<file path="src/rtl/serial_fa_sequencer_if.sv">
// Bundles the request/result handshake and the full-adder drive/sense wires
// of serial_fa_sequencer. "slave" is the sequencer side; "master" is the
// environment (requester plus the external full adder).
//   start/sub/a/b      : request, sampled by the sequencer only in IDLE
//   busy/done          : busy while serialising, done pulses one cycle
//   sum/cout/ovf       : result, held until the next accepted start
//   fa_in1/2/3         : drive to the external full adder
//   fa_sum/fa_cout     : sense from the external full adder
interface serial_fa_sequencer_if #(
  parameter int WIDTH = 8
);
  logic             start;
  logic             sub;
  logic [WIDTH-1:0] a;
  logic [WIDTH-1:0] b;
  logic             fa_in1;
  logic             fa_in2;
  logic             fa_in3;
  logic             fa_sum;
  logic             fa_cout;
  logic             busy;
  logic             done;
  logic [WIDTH-1:0] sum;
  logic             cout;
  logic             ovf;

  modport slave (
    input  start, sub, a, b, fa_sum, fa_cout,
    output fa_in1, fa_in2, fa_in3, busy, done, sum, cout, ovf
  );

  modport master (
    output start, sub, a, b, fa_sum, fa_cout,
    input  fa_in1, fa_in2, fa_in3, busy, done, sum, cout, ovf
  );
endinterface

</file>
<file path="src/rtl/serial_fa_sequencer.sv">
// Purpose: bit-serial WIDTH-bit add/sub around one external 1-bit full adder.
// Latency: start edge + WIDTH RUN edges; done high the cycle after; WIDTH+2 per op.
// Backpressure: none; start is accepted only in IDLE and ignored in RUN/DONE.
// Ports: clk, rst_n (async, active-low) plain; everything else through
// bus (serial_fa_sequencer_if.slave): request start/sub/a/b, status busy/done,
// result sum/cout/ovf, full-adder drive fa_in1..3 and sense fa_sum/fa_cout.
module serial_fa_sequencer #(
  parameter int WIDTH = 8
) (
  input  logic                  clk,
  input  logic                  rst_n,
  serial_fa_sequencer_if.slave  bus
);
  localparam int CW = $clog2(WIDTH);

  typedef enum logic [1:0] {
    IDLE = 2'd0,
    RUN  = 2'd1,
    DONE = 2'd2
  } state_t;

  state_t           state_q;
  state_t           state_d;
  logic [WIDTH-1:0] a_q;
  logic [WIDTH-1:0] b_q;
  logic             carry_q;
  logic [CW-1:0]    cnt_q;
  logic [WIDTH-1:0] sum_q;
  logic             cout_q;
  logic             ovf_q;
  logic             busy_q;
  logic             done_q;
  logic             last;

  assign last = (cnt_q == CW'(WIDTH - 1));

  always_ff @(posedge clk or negedge rst_n) begin
    if (!rst_n) state_q <= IDLE;
    else        state_q <= state_d;
  end

  always_comb begin
    state_d = state_q;
    case (state_q)
      IDLE:    if (bus.start) state_d = RUN;
      RUN:     if (last)      state_d = DONE;
      DONE:                   state_d = IDLE;
      default:                state_d = IDLE;
    endcase
  end

  always_ff @(posedge clk or negedge rst_n) begin
    if (!rst_n) begin
      a_q     <= '0;
      b_q     <= '0;
      carry_q <= 1'b0;
      cnt_q   <= '0;
      sum_q   <= '0;
      cout_q  <= 1'b0;
      ovf_q   <= 1'b0;
      busy_q  <= 1'b0;
      done_q  <= 1'b0;
    end else begin
      case (state_q)
        IDLE: begin
          if (bus.start) begin
            a_q     <= bus.a;
            // Subtraction is a + ~b + 1: invert B and seed the carry with 1.
            b_q     <= bus.sub ? ~bus.b : bus.b;
            carry_q <= bus.sub;
            cnt_q   <= '0;
            sum_q   <= '0;
            busy_q  <= 1'b1;
          end
        end
        RUN: begin
          sum_q <= {bus.fa_sum, sum_q[WIDTH-1:1]};
          // Zero-fill shifts leave A/B empty once all bits are consumed, so
          // the adder drive is naturally 0 in DONE/IDLE without gating logic.
          a_q   <= a_q >> 1;
          b_q   <= b_q >> 1;
          if (last) begin
            cout_q  <= bus.fa_cout;
            ovf_q   <= carry_q ^ bus.fa_cout;
            // Final carry lives in cout; clearing the flop keeps fa_in3 low
            // outside RUN straight from a register.
            carry_q <= 1'b0;
            busy_q  <= 1'b0;
            done_q  <= 1'b1;
          end else begin
            carry_q <= bus.fa_cout;
            cnt_q   <= cnt_q + 1'b1;
          end
        end
        DONE: begin
          done_q <= 1'b0;
        end
        default: begin
          busy_q <= 1'b0;
          done_q <= 1'b0;
        end
      endcase
    end
  end

  assign bus.fa_in1 = a_q[0];
  assign bus.fa_in2 = b_q[0];
  assign bus.fa_in3 = carry_q;
  assign bus.busy   = busy_q;
  assign bus.done   = done_q;
  assign bus.sum    = sum_q;
  assign bus.cout   = cout_q;
  assign bus.ovf    = ovf_q;
endmodule

</file>
<file path="src/flat_wrapper.sv">
// flat-port wrapper written by rule: the top's interface ports become plain ports
module serial_fa_sequencer_flat 
#(
  parameter int WIDTH = 8
)
  (clk, rst_n, bus_start, bus_sub, bus_a, bus_b, bus_fa_sum, bus_fa_cout, bus_fa_in1, bus_fa_in2, bus_fa_in3, bus_busy, bus_done, bus_sum, bus_cout, bus_ovf);
  serial_fa_sequencer_if #(.WIDTH(WIDTH)) bus_i ();
  input  logic clk;
  input  logic rst_n;
  input wire logic [$bits(bus_i.start)-1:0] bus_start;
  input wire logic [$bits(bus_i.sub)-1:0] bus_sub;
  input wire logic [$bits(bus_i.a)-1:0] bus_a;
  input wire logic [$bits(bus_i.b)-1:0] bus_b;
  input wire logic [$bits(bus_i.fa_sum)-1:0] bus_fa_sum;
  input wire logic [$bits(bus_i.fa_cout)-1:0] bus_fa_cout;
  output wire logic [$bits(bus_i.fa_in1)-1:0] bus_fa_in1;
  output wire logic [$bits(bus_i.fa_in2)-1:0] bus_fa_in2;
  output wire logic [$bits(bus_i.fa_in3)-1:0] bus_fa_in3;
  output wire logic [$bits(bus_i.busy)-1:0] bus_busy;
  output wire logic [$bits(bus_i.done)-1:0] bus_done;
  output wire logic [$bits(bus_i.sum)-1:0] bus_sum;
  output wire logic [$bits(bus_i.cout)-1:0] bus_cout;
  output wire logic [$bits(bus_i.ovf)-1:0] bus_ovf;
  assign bus_i.start = bus_start;
  assign bus_i.sub = bus_sub;
  assign bus_i.a = bus_a;
  assign bus_i.b = bus_b;
  assign bus_i.fa_sum = bus_fa_sum;
  assign bus_i.fa_cout = bus_fa_cout;
  assign bus_fa_in1 = bus_i.fa_in1;
  assign bus_fa_in2 = bus_i.fa_in2;
  assign bus_fa_in3 = bus_i.fa_in3;
  assign bus_busy = bus_i.busy;
  assign bus_done = bus_i.done;
  assign bus_sum = bus_i.sum;
  assign bus_cout = bus_i.cout;
  assign bus_ovf = bus_i.ovf;
  serial_fa_sequencer #(.WIDTH(WIDTH)) u_core (.clk(clk), .rst_n(rst_n), .bus(bus_i));
endmodule
</file>
<file path="config.mk">
export PLATFORM = sky130hd
export DESIGN_NAME = serial_fa_sequencer_flat
export DESIGN_NICKNAME = d
export VERILOG_FILES = /design/src/rtl/serial_fa_sequencer_if.sv /design/src/rtl/serial_fa_sequencer.sv /design/src/flat_wrapper.sv
export SDC_FILE = /design/constraint.sdc
export NUM_CORES = 1
export LEC_CHECK = 0
export CAP_MARGIN = 40
export CORE_MARGIN = 2
export CORE_UTILIZATION = 45
export CTS_BUF_LIST = sky130_fd_sc_hd__clkbuf_4
export DETAILED_ROUTE_END_ITERATION = 6
export GPL_TIMING_DRIVEN = 0
export PLACE_DENSITY = 0.79
export SETUP_SLACK_MARGIN = 0.3
export SLEW_MARGIN = 20
export SYNTH_ARGS = -nofsm -noshare
export SYNTH_HDL_FRONTEND = slang
export SYNTH_SLANG_ARGS = --single-unit
</file>
<file path="constraint.sdc">
create_clock -name clk -period 3.2 [get_ports clk]
set_input_delay 0.48 -clock clk [delete_from_list [all_inputs] [get_ports clk]]
set_output_delay 0.48 -clock clk [all_outputs]
set_load 0.02 [all_outputs]
</file>
== Yosys cells after proc, flatten, opt, wreduce, memory -nomap -nowiden ==
Index checks and enable logic that the tools add are counted.

* Register bits: 34
* Bits in latches: 0
* Bits in writable memories: 0
* Memory bits (read-only): 0
* Bits of input ports: 22
* Output and inout bits: 15
* Logic and storage cells: 50
* Memories: 0

* Add/sub/neg operators: 1
* Multiply operators: 0
* Div/mod/pow operators: 0
* Order comparisons: 0
* Equal/unequal tests: 6
* Shift operators: 0
* Multiplexer cells: 21
* Bitwise logic cells: 4
* Reductions and logical operators: 8

{| class="wikitable"
|+ Operator list
! cell !! count
|-
| 8-bit one-hot mux with 2 select lines || 3
|-
| 8-bit two-way mux || 4
|-
| 8-bit NOT || 1
|-
| 2-bit AND reduction || 4
|-
| 3-bit two-way mux || 2
|-
| 3-bit one-hot mux with 2 select lines || 1
|-
| 3-bit AND reduction || 2
|-
| 1-bit two-way mux || 5
|-
| 2-bit two-way mux || 2
|-
| 2-bit != test (second input constant) || 2
|-
| 1-bit one-hot mux with 2 select lines || 2
|-
| 2-bit one-hot mux with 2 select lines || 1
|-
| 3-bit by 1-bit adder with 3-bit output (second input constant) || 1
|-
| 3-bit equality test (second input constant) || 1
|-
| 1-bit one-hot mux with 3 select lines || 1
|-
| 2-bit by 1-bit equality test with 1-bit output (second input constant) || 1
|-
| 2-bit equality test (second input constant) || 1
|-
| 2-bit zero test || 1
|-
| 2-bit by 1-bit != test with 1-bit output (second input constant) || 1
|-
| 1-bit NOT || 2
|-
| 2-bit nonzero test || 1
|-
| 1-bit bitwise XOR || 1
|}

== Longest topological paths before layout ==
Gate-level depths: netlist (run 1).

* Depth after elaboration: 4
* Gate-level depth with buffers: 5

== Worst setup path after synthesis (run 1) ==
OpenSTA, ideal clock, no wires.

* Path type: reg2reg
* Start: register u_core.cnt_q[0]
* End: register u_core.cnt_q[0]
* Arrival time: 1,475 ps
* Data required time: 3,075 ps
* Setup slack: 1,600 ps
* Stages on the path, launching flop included: 6
* Buffers on the path: 0
* Clock period less this slack: 1,600 ps
* Cells stage by stage: dfrtp_1 -> ha_1 -> ha_1 -> nand2b_1 -> a21oi_4 -> mux2_2

* Word-level cells in the longest chain between the ends: 3

{| class="wikitable"
|+ RTL lines
! item !! line !! RTL
|-
| start, declared || serial_fa_sequencer.sv:27 || <nowiki>logic [CW-1:0] cnt_q;</nowiki>
|-
| start signal, assigned || serial_fa_sequencer.sv:92 || <nowiki>cnt_q <= cnt_q + 1'b1;</nowiki>
|-
| 3-bit by 1-bit adder with 3-bit output or 3-bit equality test (tied branches) || serial_fa_sequencer.sv:92, serial_fa_sequencer.sv:35 ||
|-
| 3-bit two-way mux or 2-bit != test (tied branches) || n/a ||
|-
| 3-bit one-hot mux with 2 select lines or 3-bit AND reduction (tied branches) || n/a ||
|}

Several ways; a longest one is shown, not always the timed one. The select of a mux whose other input is x is not followed.
A chain may end at the register's enable or synchronous reset.

== Worst setup path after layout (run 1) ==
* Start: register u_core.carry_q, in the netlist u_core.bus.fa_in3
* End: output port bus_fa_in3

{| class="wikitable"
|+ RTL lines
! item !! line !! RTL
|-
| start, declared || serial_fa_sequencer.sv:26 || <nowiki>logic carry_q;</nowiki>
|-
| start signal, assigned || serial_fa_sequencer.sv:70 || <nowiki>carry_q <= bus.sub;</nowiki>
|-
| start signal, assigned || serial_fa_sequencer.sv:91 || <nowiki>carry_q <= bus.fa_cout;</nowiki>
|-
| end, declared || flat_wrapper.sv:18 || <nowiki>output wire logic [$bits(bus_i.fa_in3)-1:0] bus_fa_in3;</nowiki>
|}

No word-level cell between the ends.

==> results.md, run 1 <==
Floorplan:
- The floorplan step defined a core boundary enclosing 3420 µm².
- The floorplan step defined a die boundary enclosing around 4100 µm².
- In this run the vertical extent of the chip is 64.4 µm.
- 37 I/O pins were placed.
- The floorplan has 21 rows.
- The die outline width is 64.4 µm.
- The effective utilization at floorplan is between 40% and 50%.

Timing:
- The clock period could shrink to approximately 1.8 ns.
- The number of endpoints with negative hold slack in the final report is 0.
- Setup repair after global routing left no endpoint under its margin.
- The worst pin sits at a relative slew slack of just under 50%.
- The final worst slack is 1.36 ns.
- At the pin with the least slew margin, the transition time is 0.755 ns.
- The number of pins with negative max-slew slack in the final report is 0.
- The final total negative setup slack is 0 ns.
- The number of setup violations in the final report is 0.
- Based on the critical path, the design can be clocked at up to ~540 MHz.
- The portion of the clock cycle consumed by the worst path in the final layout is roughly 58%.
- The worst-case clock skew is 0.0182 ns.

Critical path:
- The critical-path cell with the highest stage delay is sky130_fd_sc_hd__clkdlybuf4s50_1.
- Data on the critical path is required at its endpoint by between 2 and 3 ns.
- Along the worst path, the maximum fanout reaches 3.
- In this design, the stage delay of the slowest critical-path cell is 0.62 ns.
- The nature of the critical path endpoint is a primary output.
- The arrival time of the worst setup path is 1.36 ns.
- The signal on the critical path passes through clkdlybuf4s50_1.
- The setup path with the least slack is of type flop to primary output.
- The number of buffers and inverters on the critical path is 1.
- The cell family contributing the most delay on the critical path is buffers and inverters.
- The logic depth of the worst setup path including buffers is 1.
- STA classifies the critical path startpoint as a flop.
- The number of cells traversed by the worst register-to-register path is 5.

Synth:
- Summing every instance area after synthesis gives around 1600 µm².
- By count the netlist is led by sky130_fd_sc_hd__dfrtp_1, sky130_fd_sc_hd__nand2_1, sky130_fd_sc_hd__mux2i_1, sky130_fd_sc_hd__xnor2_1, sky130_fd_sc_hd__a22o_1.
- The most instantiated library cell after synthesis is sky130_fd_sc_hd__dfrtp_1.
- Each instance of the synthesized netlist takes up on average 11.8 µm².
- Ranked by total cell area, the synthesized netlist is headed by sky130_fd_sc_hd__dfrtp_1, sky130_fd_sc_hd__mux2i_1, sky130_fd_sc_hd__xnor2_1, sky130_fd_sc_hd__a22o_1, sky130_fd_sc_hd__o32ai_1.
- During synthesis, Yosys emitted a total of 0 warnings.
- In this run, distinct cell masters in the synthesized netlist total 30.
- In this run, synthesis produced a sequential element count of 34.
- The number of nets in the synthesized netlist is ~160.
- The top cell type by area accounts for 51.9% of the synthesized area.
- Counting flops with a built-in enable in the synthesized netlist gives 0.
- The register area share after synthesis is 51.9%.
- The most used flip-flop cell after synthesis is sky130_fd_sc_hd__dfrtp_1.
- The count of mapped cells out of synthesis is roughly 140.
- The largest area contributor in the synthesized netlist is sky130_fd_sc_hd__dfrtp_1.
- After synthesis, the share of flip-flops with an asynchronous set or reset is 100%.

Clocking:
- The source-to-sink clock delay at the later pin of the worst-skew pair is 0.34 ns.
- The hold buffer count at CTS is 0.
- The clock tree synthesis step divided the H-tree into 2 levels.
- The clock passes through at most 2 buffers.
- The post-CTS setup buffer count is 0.
- The number of buffers created by CTS is 5.
- The CTS tree is done.
- For this design, the sink count on the clock tree is 34.
- The clock transition at the registers of the reported paths is 0.11 ns.
- The number of gates resized after CTS was 0.
- The buffer type at the clock tree root is sky130_fd_sc_hd__clkbuf_4.

Min path:
- The worst hold path belongs to the class input port to async pin.

Drt:
- In this run the remaining antenna-violating nets after routing total 0.
- After detailed routing, the number of remaining DRC violations is 0.
- The total number of vias is 1202.
- The first detailed-routing pass ran for 4 iterations.
- The aggregate routed wire length is 3.48 mm.
- The routed length per placed instance is around 15 µm.
- The detailed router finished its first iteration with 61 violations.
- Dividing the detail-routed via count by the number of cells gives 5.25.

GRT:
- Summed over all layers, the global routing overflow is 0.
- Entering global routing, the biggest net connects 35 pins.
- The first global-routing pass estimated 6.00 mm of wire.
- The via count of the first global-routing pass was between 1000 and 1500.
- The initial antenna violation count came to 0.
- The aggregate global-route resource usage is 19.0%.

Place:
- Port buffering added 35 buffers.
- Detailed placement finished with a half-perimeter wire length of 2.50 mm.
- Before CTS, the worst setup slack after placement is 0.960 ns.
- At the end of routability-driven placement, the weighted congestion stood at 0.774.

Layout:
- The area overhead of the layout relative to synthesis is 28.2%.
- The post-route netlist has 13.7% of its cells at a drive strength greater than 1.
- The number of fill cells is 272.
- The net count of the finished layout is 206.
- 0 antenna diodes ended up in the layout.

Power and ir drop:
- For this design the static power due to leakage is 0.922 nW.
- IR analysis of the VDD net gives a maximum drop of 0.559 mV.
- The total power density per cell area is roughly 850 nW/µm².

Job:
- The count of max-cap constraint violations is 0.

Status:
- The flow ran to the end, and the final reports show no timing, DRC or antenna violations.
==> sequential cells by signal, summed over array words and instances (netlist names) <==
signal	cells
u_core.a_q	8
u_core.b_q	8
u_core.bus.busy	1
u_core.bus.cout	1
u_core.bus.done	1
u_core.bus.fa_in3	1
u_core.bus.ovf	1
u_core.bus.sum	8
u_core.cnt_q	3
u_core.state_q	2
==> layout make-up <==
type	instances	area [µm²]	area share [%]
Multi-Input combinational cell	92	687	32.7
Buffer	9	86.3	4.11
Tap cell	46	57.6	2.74
Sequential cell	34	851	40.5
Clock buffer	6	45.0	2.14
Timing Repair Buffer	36	350	16.7
Inverter	4	15.0	0.715
Clock inverter	2	8.76	0.417
==> per-layer routing <==
metal | global-route usage (%) | wire [µm]
met5 | 0 | 0
met4 | 7.98 | 51
met3 | 4.58 | 200
met2 | 29.8 | 1710
met1 | 25.3 | 1520
==> metrics by stage <==
step | utilization, % | hold slack [ns] | instance area [µm²] | instances | total power [mW]
floorplan | - | 0.184 | 1640 | 139 | 1.25
global placement | 59.9 | 0.468 | 2050 | 220 | 1.52
detailed placement | 59.8 | 0.473 | 2040 | 220 | 1.57
CTS | 61.4 | 0.215 | 2100 | 228 | 1.80
global route | 61.5 | 0.242 | 2100 | 229 | 1.92
finish | 61.5 | 0.193 | 2100 | 229 | 1.79
==> logic make-up (layout without fill, tap and decap cells) <==
group,after synthesis,count (layout),share of synthesized area [%]
adders and majority gates,2,2,1.53
buffers and inverters,13,57,6.18
xor gates and xnor gates,9,9,4.81
AOI/OAI and AO/OA,38,38,17.4
DFF,34,34,51.9
muxes,12,12,7.48
and+or+nand+nor,31,31,10.7
==> cells in the final DEF (no fill, tap or decap), types with 5 or more instances in the layout <==
master,instances
sky130_fd_sc_hd__a22o_1,8
sky130_fd_sc_hd__dfrtp_1,34
sky130_fd_sc_hd__a211oi_1,5
sky130_fd_sc_hd__mux2i_1,10
sky130_fd_sc_hd__clkbuf_4,6
sky130_fd_sc_hd__xnor2_1,9
sky130_fd_sc_hd__clkdlybuf4s50_1,34
sky130_fd_sc_hd__o21ai_1,6
sky130_fd_sc_hd__nand2_1,11
sky130_fd_sc_hd__nor2b_1,6
sky130_fd_sc_hd__o32ai_1,7
sky130_fd_sc_hd__nor2_1,5
==> worst paths after layout <==
path,slack [ns],endpoint,startpoint
max,1.36,bus_fa_in3,u_core.bus.fa_in3
min,0.19,u_core.b_q[3],rst_n
max reg2reg,1.46,u_core.cnt_q[0],u_core.cnt_q[0]
min reg2reg,0.50,u_core.a_q[0],u_core.a_q[1]
max in group asynchronous,2.51,u_core.bus.sum[1],rst_n
min in group clk,0.50,u_core.a_q[0],u_core.a_q[1]
==> power breakdown <==
group | leakage, nW | internal, mW | switching [mW]
sequential | 0.422 | 0.609 | 0.136
combinational | 0.468 | 0.412 | 0.395
clock | 0.0331 | 0.0909 | 0.141
No activity file was read; power rests on OpenSTA's default activity.
==> run 2, diff against run 1 <==
Settings changed: PLACE_DENSITY 0.79 to 0.82.
Clock period 3.2 ns to 1.6 ns, I/O delays scaled along.
==> run 2 against run 1 <==
Net effect:
- sequential share of layout area decreased by 2.9 points
- combinational power up 110%
- power is 120% higher
- clock skew fell by 0.0048 ns
- clock power rose to 2.8 times the previous value
- worst hold slack improved by 0.063 ns
- global-route usage increased by 2.1 points
- wire length is 9.9% higher
- clock-buffer cell count grew 1
- first-iteration DRC count is 56% higher
- register-to-register slack got worse by 1.3 ns
- critical endpoint is now u_core.cnt_q[0]
==> results.md, run 2 (same netlist as run 1, synthesis figures left out) <==
Floorplan:
- The core footprint is 3420 µm².
- For this configuration, the core starts out at a cell density of 48.0%.
- The number of primary I/O pins is 37.
- The die covers 4140 µm².
- The die outline width is 64.4 µm.
- The chip height is between 60 and 70 µm.
- The number of core rows is 21.

Timing:
- Setup violations remaining at the end of the flow were counted as 0.
- Measured against its own limit, the worst slew margin works out to 50.6%.
- Setup repair after global routing could not meet its margin everywhere.
- The portion of the clock cycle consumed by the worst path in the final layout is 92.9%.
- Between clock sinks in the finished design, the worst skew comes to ~0.013 ns.
- The number of endpoints with negative hold slack in the final report came to 0.
- Based on the critical path, the design can be clocked at up to between 600 and 700 MHz.
- The slew of the pin with the lowest slew margin is 0.741 ns.
- The number of pins with negative max-slew slack in the final report is 0.
- The worst hold slack is 0.256 ns.
- The final total negative setup slack is 0 ns.
- The clock period minus worst slack is 1.49 ns.

Critical path:
- The critical-path cell with the highest stage delay is sky130_fd_sc_hd__dfrtp_1.
- The number of cells traversed by the worst register-to-register path is 5.
- The endpoint of the worst register-to-register path is u_core.cnt_q[0].
- Across all register-to-register paths, the minimum setup slack is 0.11 ns.
- Tracing the worst setup path back leads to its startpoint at u_core.cnt_q[0].
- The largest fanout on the critical path is 4.
- STA classifies the critical path startpoint as a flop.
- Data on the critical path arrives at its endpoint at about 1.7 ns.
- On the worst path, the slowest cell contributes a delay of 0.40 ns.
- The signal on the critical path passes through ha_2 -> ha_4 -> nand2b_4 -> a21oi_4 -> mux2_4.
- The worst setup path is captured at a flop.
- The beginning of the worst register-to-register path is u_core.cnt_q[0].
- The start-to-end type of the worst setup path is flop to flop.
- Data on the critical path is required at its endpoint by 1.82 ns.

Drt:
- Dividing the detail-routed via count by the number of cells gives 5.35.
- The total number of vias is 1305.
- After detailed routing, the number of remaining DRC violations is 0.
- In this run, the number of DRC markers left after iteration 0 of detailed routing was 95.
- The first TritonRoute pass finished after 4 iterations.
- After detailed routing, the average wire length per cell comes to 15.7 µm.
- The aggregate routed wire length is 3.83 mm.
- The detail route stage leaves a number of antenna-violating nets equal to 0.

GRT:
- The initial antenna violation count is 0.
- After global routing, the most crowded layer is met2.
- For this run, global-route usage on met2 was measured as 35.3%.
- The global routing met3 resource utilization is 5.99%.
- The first-pass GRT wire length is 6.67 mm.
- The via count of the first global-routing pass was 1387.
- The global route total overflow is 0.
- Entering global routing, the biggest net connects 35 pins.
- For this run, global-route usage on met1 was measured as 25.9%.
- For this run, the total global-route usage over all layers was measured as between 20% and 30%.

Place:
- Buffers placed on the I/O ports in this run total 35.
- The congestion estimate from routability-driven global placement came to 0.741.
- Including well taps, the total number of placed cells is 220.
- After legalization and detailed placement, the total HPWL measured between 2 and 3 mm.

Power and ir drop:
- The worst vdd rail ir drop is 0.805 mV.
- For this design the ratio of total power to cell area is 1710 nW/µm².
- In this run the static leakage power is 1.05 nW.

Layout:
- The area overhead of the layout relative to synthesis is 38.5%.
- The fraction of layout instances using a drive strength above 1 is 33.3%.
- The count of placed standard cells in the final layout, fillers left out is 244.
- The library cells used most frequently in the layout, excluding fill and tap cells, are sky130_fd_sc_hd__dfrtp_1, sky130_fd_sc_hd__clkdlybuf4s50_1, sky130_fd_sc_hd__buf_4.
- The library cell used most frequently in the layout, excluding fill and tap cells, is sky130_fd_sc_hd__dfrtp_1.
- After filler insertion, the fill cell instance count of the layout stands at 284.
- The number of inserted diodes is 0.
- The final layout contains 221 nets.

Clocking:
- The buffer type at the clock tree root is sky130_fd_sc_hd__clkbuf_4.
- The number of buffers created by CTS is 5.
- The H-tree depth is 2.
- The source-to-sink clock delay at the later pin of the worst-skew pair is 0.35 ns.
- The number of sinks handled by clock tree synthesis is 34.
- Clock-pin slew was measured on the worst setup and hold paths at 0.10 ns.
- TritonCTS built the clock tree.
- The maximum buffer depth of the clock tree is 2.

Min path:
- The hold path startpoint is bus_sub.
- In this run the worst hold path is classified as input port to flop.
- The count of cells along the worst hold path is 3.
- For hold timing, the worst endpoint is u_core.bus.fa_in3.

Job:
- The count of max-cap constraint violations is 0.

Status:
- The flow ran to the end, and the final reports show no timing, DRC or antenna violations.
## run 2: changes by cell type in the layout (fill, tap and decap cells not counted), sizes merged
cell           before  now
buf                10   25
bufinv              0    1
clkbuf              7   22
clkdlybuf4s50      34   18
clkinv              2    0
dlygate4sd3         0    1
dlymetal6s2s        0    1
## run 2: layer usage
layer | up-vias | share of wire [%]
li1 | 617 | -
met1 | 633 | 42
met2 | 44 | 50
met3 | 11 | 5.5
met4 | 0 | 2.7
met5 | - | 0
## run 2: critical path, delay by kind of cell (launching register included)
kind | cells | cell delay (ns)
adders and majority gates | 2 | 0.38
DFF | 1 | 0.40
muxes | 1 | 0.32
AOI/OAI and AO/OA | 1 | 0.14
and+or+nand+nor | 1 | 0.14
## run 2: final cells by class
class	count	area, µm²	area share, %
plain buffers	9	96.3	4.24
multi-input cells	92	746	32.9
flip-flops and latches	34	853	37.6
inverters	4	15.0	0.662
repair buffers	51	419	18.5
clock inverters	1	30.0	1.32
clock buffers	7	52.6	2.32
well taps	46	57.6	2.54
## run 2: through the flow
stage / cell area [µm²] / power [mW] / util [%] / worst slack [ns]
2_1_floorplan: 1670 / 2.55 / - / 0.117
3_3_place_gp: 2070 / 3.09 / 60.7 / -0.342
3_5_place_dp: 2070 / 3.19 / 60.5 / -0.307
4_1_cts: 2290 / 3.88 / 67.0 / 0.137
5_1_grt: 2270 / 4.17 / 66.4 / 0.0679
6_report: 2270 / 3.88 / 66.4 / 0.113
## run 2: worst max-delay path by stage
stage                              endpoint
after floorplan             u_core.cnt_q[0]
after global placement    u_core.bus.sum[0]
after detailed placement      u_core.b_q[2]
after CTS                   u_core.cnt_q[0]
after global routing        u_core.cnt_q[0]
final                       u_core.cnt_q[0]
## run 2: what timing repair did
| action | in CTS | in global routing |
|---|---|---|
| pin swaps | 2 | 0 |
| hold endpoints to repair | 34 | 0 |
| cloned | 1 | 0 |
| setup endpoints to repair | 33 | 44 |
| gates resized for setup | 37 | 25 |
| hold buffers | 1 | 0 |
| buffers inserted | 10 | 4 |
## run 2: where the power goes
group          total (mW)  internal [mW]  switching (mW)
Clock               0.647          0.365           0.282
Combinational        1.73          0.843           0.884
Sequential           1.51           1.22           0.285
==> run 3, diff against run 2 <==
Settings changed: ABC_AREA from default to 1, CORE_UTILIZATION 45 to 47, PLACE_DENSITY 0.82 to 0.84.
==> run 3 against run 2 <==
Net effect:
- wire length is 8.3% lower
- combinational power is 9% higher
- critical endpoint is now bus_sum[7]
- register-to-register slack better by 0.28 ns
- largest cell class unchanged
- power is 0.46% lower
- flip-flop and latch count stayed put
- final cell count is 27% higher
- die area is 4.1% lower
- clock-buffer cell count stayed put
- highest routed layer unchanged
- critical path depth is 4 lower
- non-clock buffer count is 13 lower
- first-iteration DRC count is 39% lower
==> results.md, run 3 <==
Layout:
- The multi-input combinational cells in the finished layout cover a total of about 690 µm².
- Cells with a size suffix above 1 make up 16.3% of the layout.
- The area overhead of the layout relative to synthesis is 30.7%.
- The number of nets at the end of the flow is 287.
- Leaving out fill and tap cells, the most frequent cells in the layout are sky130_fd_sc_hd__nand2_1, sky130_fd_sc_hd__dfrtp_1, sky130_fd_sc_hd__inv_1.
- The library cell used most frequently in the layout, excluding fill and tap cells, is sky130_fd_sc_hd__nand2_1.
- Fill cells in the final layout number 312.
- The number of inserted diodes is 0.
- The total area of sequential cells is between 800 and 900 µm².

Floorplan:
- In this run the horizontal extent of the chip is 63.0 µm.
- The core footprint is approximately 3300 µm².
- Row generation in the floorplan step produced 21 rows.
- 37 I/O pins were placed.
- The chip height is about 63 µm.
- The effective utilization at floorplan is 49.1%.
- The floorplan step defined a die boundary enclosing around 4000 µm².

Timing:
- Setup violations remaining at the end of the flow were counted as 0.
- The clock period could shrink to about 1.3 ns.
- In the post-route analysis, the smallest setup slack over all paths is 0.347 ns.
- The maximum frequency from static timing analysis is 798 MHz.
- The worst pin sits at a relative slew slack of between 80% and 90%.
- The number of pins with negative max-slew slack in the final report is 0.
- At the pin with the least slew margin, the transition time is 0.244 ns.
- Between clock sinks in the finished design, the worst skew comes to 0.00778 ns.
- Setup repair after global routing left no endpoint under its margin.
- The worst hold slack is about 0.22 ns.
- The number of endpoints with negative hold slack in the final report is 0.
- The portion of the clock cycle consumed by the worst path in the final layout is 78.3%.

Synth:
- After synthesis, the most frequently instantiated cells are sky130_fd_sc_hd__nand2_1, sky130_fd_sc_hd__dfrtp_1, sky130_fd_sc_hd__inv_1, sky130_fd_sc_hd__nor2_1, sky130_fd_sc_hd__nand3_1.
- The proportion of register bits with asynchronous set or reset after synthesis is 100%.
- The number of synthesized flops with an enable pin is 0.
- The flip-flop and latch count after synthesis is 34.
- The mapped netlist covers ~1600 µm².
- Among all flip-flop cells after synthesis, the most frequent one is sky130_fd_sc_hd__dfrtp_1.
- The net count of the mapped netlist is 240.
- After synthesis, the cell types taking the most area are sky130_fd_sc_hd__dfrtp_1, sky130_fd_sc_hd__nand2_1, sky130_fd_sc_hd__inv_1, sky130_fd_sc_hd__nand3_1, sky130_fd_sc_hd__nor2_1.
- The largest area contributor in the synthesized netlist is sky130_fd_sc_hd__dfrtp_1.
- The most instantiated library cell after synthesis is sky130_fd_sc_hd__nand2_1.
- The average instance in the mapped netlist occupies 7.58 µm².
- After synthesis, flip-flops and latches occupy roughly half of the total area.
- The total number of yosys warnings is 0.
- The unique cell type count in the Yosys netlist is 19.
- The top-area cell type share of the netlist area is slightly above 50%.
- The count of mapped cells out of synthesis is 216.

Critical path:
- The start-to-end type of the worst setup path is flop to primary output.
- The maximum cell stage delay along the critical path is ~0.4 ns.
- The setup slack on the worst flop-to-flop path is 0.39 ns.
- The number of cells traversed by the worst register-to-register path is 6.
- The kind of launch point of the worst setup path is a flop.
- The largest individual stage delay along the critical path comes from the cell sky130_fd_sc_hd__dfrtp_1.
- Walking the worst path, the cells encountered are clkdlybuf4s15_1.
- The largest fanout on the critical path is 2.
- The buffers plus inverters on the worst setup path is 1.
- Data on the critical path is required at its endpoint by 1.36 ns.
- The beginning of the worst register-to-register path is u_core.cnt_q[0].
- The family of cells with the greatest summed delay on the critical path is flip-flops.
- The nature of the critical path endpoint is a primary output.
- The endpoint of the worst register-to-register path is u_core.cnt_q[1].
- The launching element of the worst setup path is u_core.bus.sum[7].
- The arrival time of the worst setup path is 1.01 ns.

Job:
- Max-cap violations in this run came to 0.

Drt:
- The detailed-router iteration count before antenna repair is 4.
- The final route contains ~1500 vias.
- The routed length per placed instance is 11.4 µm.
- After the first detailed-routing iteration, the DRC count stood at 58.
- Using the TritonRoute via totals, the vias-per-cell ratio works out to 4.78.
- The remaining design rule violation count is 0.
- In this run the remaining antenna-violating nets after routing total 0.
- The aggregate routed wire length is ~3.5 mm.

Power and ir drop:
- The total chip power is 3.86 mW.
- VDD sags by at most 0.956 mV.
- The total power density per cell area is 1800 nW/µm².
- For this design the static power due to leakage is around 1.2 nW.

GRT:
- The first global-routing pass estimated 6.14 mm of wire.
- The via count of the first global-routing pass was ~1400.
- The initial antenna violation count is 0.
- Entering global routing, the biggest net connects 34 pins.
- For this run, the total global-route usage over all layers was measured as ~20%.
- The global route total overflow is 0.

Clocking:
- The longest clock path from root to sink contains 2 buffers.
- The number of buffers created by CTS is 5.
- The CTS tree is done.
- The source-to-sink clock delay at the later pin of the worst-skew pair is roughly 0.34 ns.
- Clock tree synthesis found a total of 34 sinks.
- The clock transition at the registers of the reported paths is approximately 0.1 ns.
- In this run the clock root is driven by a sky130_fd_sc_hd__clkbuf_4.
- CTS built an H-tree with a depth of 2.

Place:
- At the end of routability-driven placement, the weighted congestion stood at 0.787.
- The worst setup slack before clock tree synthesis is approximately 0.018 ns.
- The placed wire-length estimate is about 2.4 mm.
- The number of port buffers is 35.

Status:
- The run finished with clean final reports.

Min path:
- The classification of the worst-slack hold path is input port to async pin.
run 3: changes by cell type after synthesis, moves of 10 or more:
cell,before,now
sky130_fd_sc_hd__mux2i_1,10,0
sky130_fd_sc_hd__inv_1,4,21
sky130_fd_sc_hd__nand2_1,11,101
sky130_fd_sc_hd__nor2_1,5,16
sky130_fd_sc_hd__nand3_1,0,12
run 3: layout make-up:
| cell class | count | area share (%) |
|---|---|---|
| Sequential cell | 34 | 39.8 |
| Multi-Input combinational cell | 152 | 32.3 |
| Timing Repair Buffer | 40 | 16.2 |
| Inverter | 23 | 4.15 |
| Tap cell | 46 | 2.69 |
| Clock buffer | 7 | 2.45 |
| Buffer | 7 | 2.40 |
run 3: how the worst max path moves through the flow:
stage / endpoint / slack [ns] / cells past startpoint
3_5_place_dp: u_core.b_q[5] / 0.02 / 6
6_report: bus_sum[7] / 0.35 / 1
3_3_place_gp: u_core.b_q[0] / -0.39 / 1
2_1_floorplan: u_core.cnt_q[0] / 0.38 / 6
5_1_grt: u_core.cnt_q[0] / 0.29 / 5
4_1_cts: bus_fa_in3 / 0.27 / 1
run 3: timing repair:
action,in CTS,in global routing
hold buffers,1,0
resized for setup,22,35
buffers inserted,0,3
endpoints found under the setup margin,31,44
endpoints found under the hold margin,34,0
run 3: cells by family (layout without fill, tap and decap cells):
kind of cell / after synthesis / count (layout) / synth area share [%]
buffers and inverters: 30 / 77 / 7.56
and+or+nand+nor: 134 / 134 / 32.7
xor gates and xnor gates: 1 / 1 / 0.535
AOI/OAI and AO/OA: 15 / 15 / 5.73
DFF: 34 / 34 / 51.9
adders and majority gates: 2 / 2 / 1.53
run 3: power by group:
| part | leakage, nW | internal [mW] | switching, mW |
|---|---|---|---|
| Combinational | 0.695 | 0.742 | 1.14 |
| Sequential | 0.424 | 1.26 | 0.240 |
| Clock | 0.0322 | 0.199 | 0.275 |
run 3: layer usage:
metal	share of wire, %	vias up	GRT usage [%]	wire [µm]
met1	45	678	24.5	1590
li1	-	758	-	-
met2	49	35	32.8	1700
met3	4.3	6	5.05	151
met5	0	-	0	0
met4	1.9	0	9.17	68
run 3: metrics by stage:
step | area [µm²] | TNS [ns] | std cells | utilization, %
after floorplan | 1640 | 0 | 216 | -
final | 2140 | 0 | 309 | 64.2
after global routing | 2140 | 0 | 309 | 64.2
after detailed placement | 2060 | 0 | 298 | 61.8
after global placement | 2050 | -13.28 | 297 | 61.3
after CTS | 2120 | 0 | 306 | 63.6
==> patch (flow settings as in run 3) <==
`WIDTH` is set to 8 in 3 places; all go to 16.
--- a/src/rtl/serial_fa_sequencer_if.sv
+++ b/src/rtl/serial_fa_sequencer_if.sv
@@ -7,7 +7,7 @@
 //   fa_in1/2/3         : drive to the external full adder
 //   fa_sum/fa_cout     : sense from the external full adder
 interface serial_fa_sequencer_if #(
-  parameter int WIDTH = 8
+  parameter int WIDTH = 16
 );
   logic             start;
   logic             sub;
--- a/src/rtl/serial_fa_sequencer.sv
+++ b/src/rtl/serial_fa_sequencer.sv
@@ -5,7 +5,7 @@
 // bus (serial_fa_sequencer_if.slave): request start/sub/a/b, status busy/done,
 // result sum/cout/ovf, full-adder drive fa_in1..3 and sense fa_sum/fa_cout.
 module serial_fa_sequencer #(
-  parameter int WIDTH = 8
+  parameter int WIDTH = 16
 ) (
   input  logic                  clk,
   input  logic                  rst_n,
--- a/src/flat_wrapper.sv
+++ b/src/flat_wrapper.sv
@@ -1,7 +1,7 @@
 // flat-port wrapper written by rule: the top's interface ports become plain ports
 module serial_fa_sequencer_flat 
 #(
-  parameter int WIDTH = 8
+  parameter int WIDTH = 16
 )
   (clk, rst_n, bus_start, bus_sub, bus_a, bus_b, bus_fa_sum, bus_fa_cout, bus_fa_in1, bus_fa_in2, bus_fa_in3, bus_busy, bus_done, bus_sum, bus_cout, bus_ovf);
   serial_fa_sequencer_if #(.WIDTH(WIDTH)) bus_i ();
Ports: changed (resized bus_a, bus_b and bus_sum); port bits go from 37 to 61. No check against the original RTL was run, so the function may have changed too.
==> patch against run 3 <==
  * Total power is 77% higher
  * Highest routed layer unchanged
  * Largest power group unchanged
  * Non-clock buffer count is 34 higher
  * Worst setup slack better by 11 ps
  * Wire length is 89% higher
  * Sequential cell count is 25 higher
  * Register-to-register slack worse by 30 ps
  * Final area is 74% higher
  * Area after synthesis is 77% higher
  * First-iteration DRC count grew to 3.8 times the old value
==> patch: results (changes against run 3) <==
[worst_setup_path]
cp-startpoint = u_core.bus.fa_in3  ; was u_core.bus.sum[7]
timing.rr.end = u_core.b_q[13]  ; was u_core.cnt_q[1]
endpoint = bus_fa_in3  ; was bus_sum[7]
crit_fanout = 3  ; was 2
r2r_start = u_core.state_q[1]  ; was u_core.cnt_q[0]
slowest_delay_ps = 410  ; was 390 ps

[cts]
htree_levels = 3  ; was 2
clk_latency_ps = 420  ; was 340 ps

[layout]
clkbuf_count = 9  ; was 7
fin_cells = 549  ; was 309
final.fill_count = 516  ; was 312
seq-cell-share_pct = 39.8  ; about the same
final_nets = 508  ; was 287
multi_input_gates = 279  ; was 152
multi_input_area_mm2 = 0.00120  ; was 691 um^2
n_all_buffers = 81  ; was 47
inv_count = 39  ; was 23
final-clk-cell-share_pct = 4.31  ; was 2.45%
buf_share_pct = 17.1  ; was 18.6%
antenna_cells = 0  ; unchanged
final_util_pct = 62.4  ; was 64.2%
drive_gt1_share_pct = 15.2  ; was 16.3%

[die]
design.core.area_mm2 = 0.00596  ; was 0.00334 mm^2

[routing]
viasPerCell = 4.90  ; was 4.78
first_iter_violations = 222  ; was 58
postRouteWirelength_mm = 6.64  ; was 3.51 mm

[place]
gp_congestion = 0.861  ; was 0.787
post-place-cells = 529  ; was 298
postPlaceCellArea_mm2 = 0.00358  ; was 0.00206 mm^2
io_buffer_count = 59  ; was 35
dp_slack_ps = -10.8  ; was 17.8 ps

[grt]
grt_pass1_wl_mm = 10.8  ; was 6.14 mm
first_global_vias = 2540  ; was 1392
grt_start_max_net_pins = 60  ; was 34
grt_usage_pct = 20.8  ; was 20.0%

[status]
status = completed  ; unchanged

[logic_synthesis]
ys_seq_area_share_pct = 50.9  ; was 51.9%
syn-instance-count = 395  ; was 216
synthTopCellsByArea = dfrtp_1 (51%), nand2_1 (25%), inv_1 (4.7%)  ; was dfrtp_1 (52%), nand2_1 (23%), inv_1 (4.8%)
synth_nets = 434  ; was 240
ys_ff_latch = 59  ; was 34

[sta]
worstMarginPinSlew_ps = 722  ; was 244 ps
worst_clock_skew_ps = 17.4  ; was 7.78 ps
setup_slack_ps = 358  ; was 347 ps
timing.hold.ws_ps = 244  ; was 216 ps

[worst_hold_path]
hold_path_class = input pin to flop  ; was input pin to asynchronous set/reset pin

[power]
intPower_mw = 3.97  ; was 2.20 mW
p_leak_nw = 2.01  ; was 1.15 nW

[patch: logic make-up (layout without fill, tap and decap cells)]
logic type	count (synthesis)	count (layout)	share of synthesized area (%)
buffers and inverters	57	136	8.63
AOI/OAI and AO/OA	21	21	4.36
and+or+nand+nor	255	255	35.1
DFF	59	59	50.9
xor gates and xnor gates	2	2	0.604
adders and majority gates	1	1	0.431
[patch: power by group through the flow]
stage	combinational, mW	clock, mW	sequential, mW
finish	3.05	1.21	2.59
global placement	3.05	0	2.57
global route	3.46	1.29	2.66
detailed placement	3.14	0	2.61
CTS	2.97	1.21	2.58
floorplan	1.76	0	2.85
[patch: repair_timing]
item	in CTS	in global routing
hold buffers	1	0
pin swaps	0	1
endpoints found under the setup margin	38	51
hold endpoints to repair	59	0
gates resized for setup	88	23
setup buffers	0	3
[patch: per-layer routing]
layer | wire [um] | GRT usage (%)
met5 | 0 | 0
met4 | 58 | 10.0
met3 | 340 | 3.70
met2 | 3390 | 35.6
met1 | 2850 | 25.5
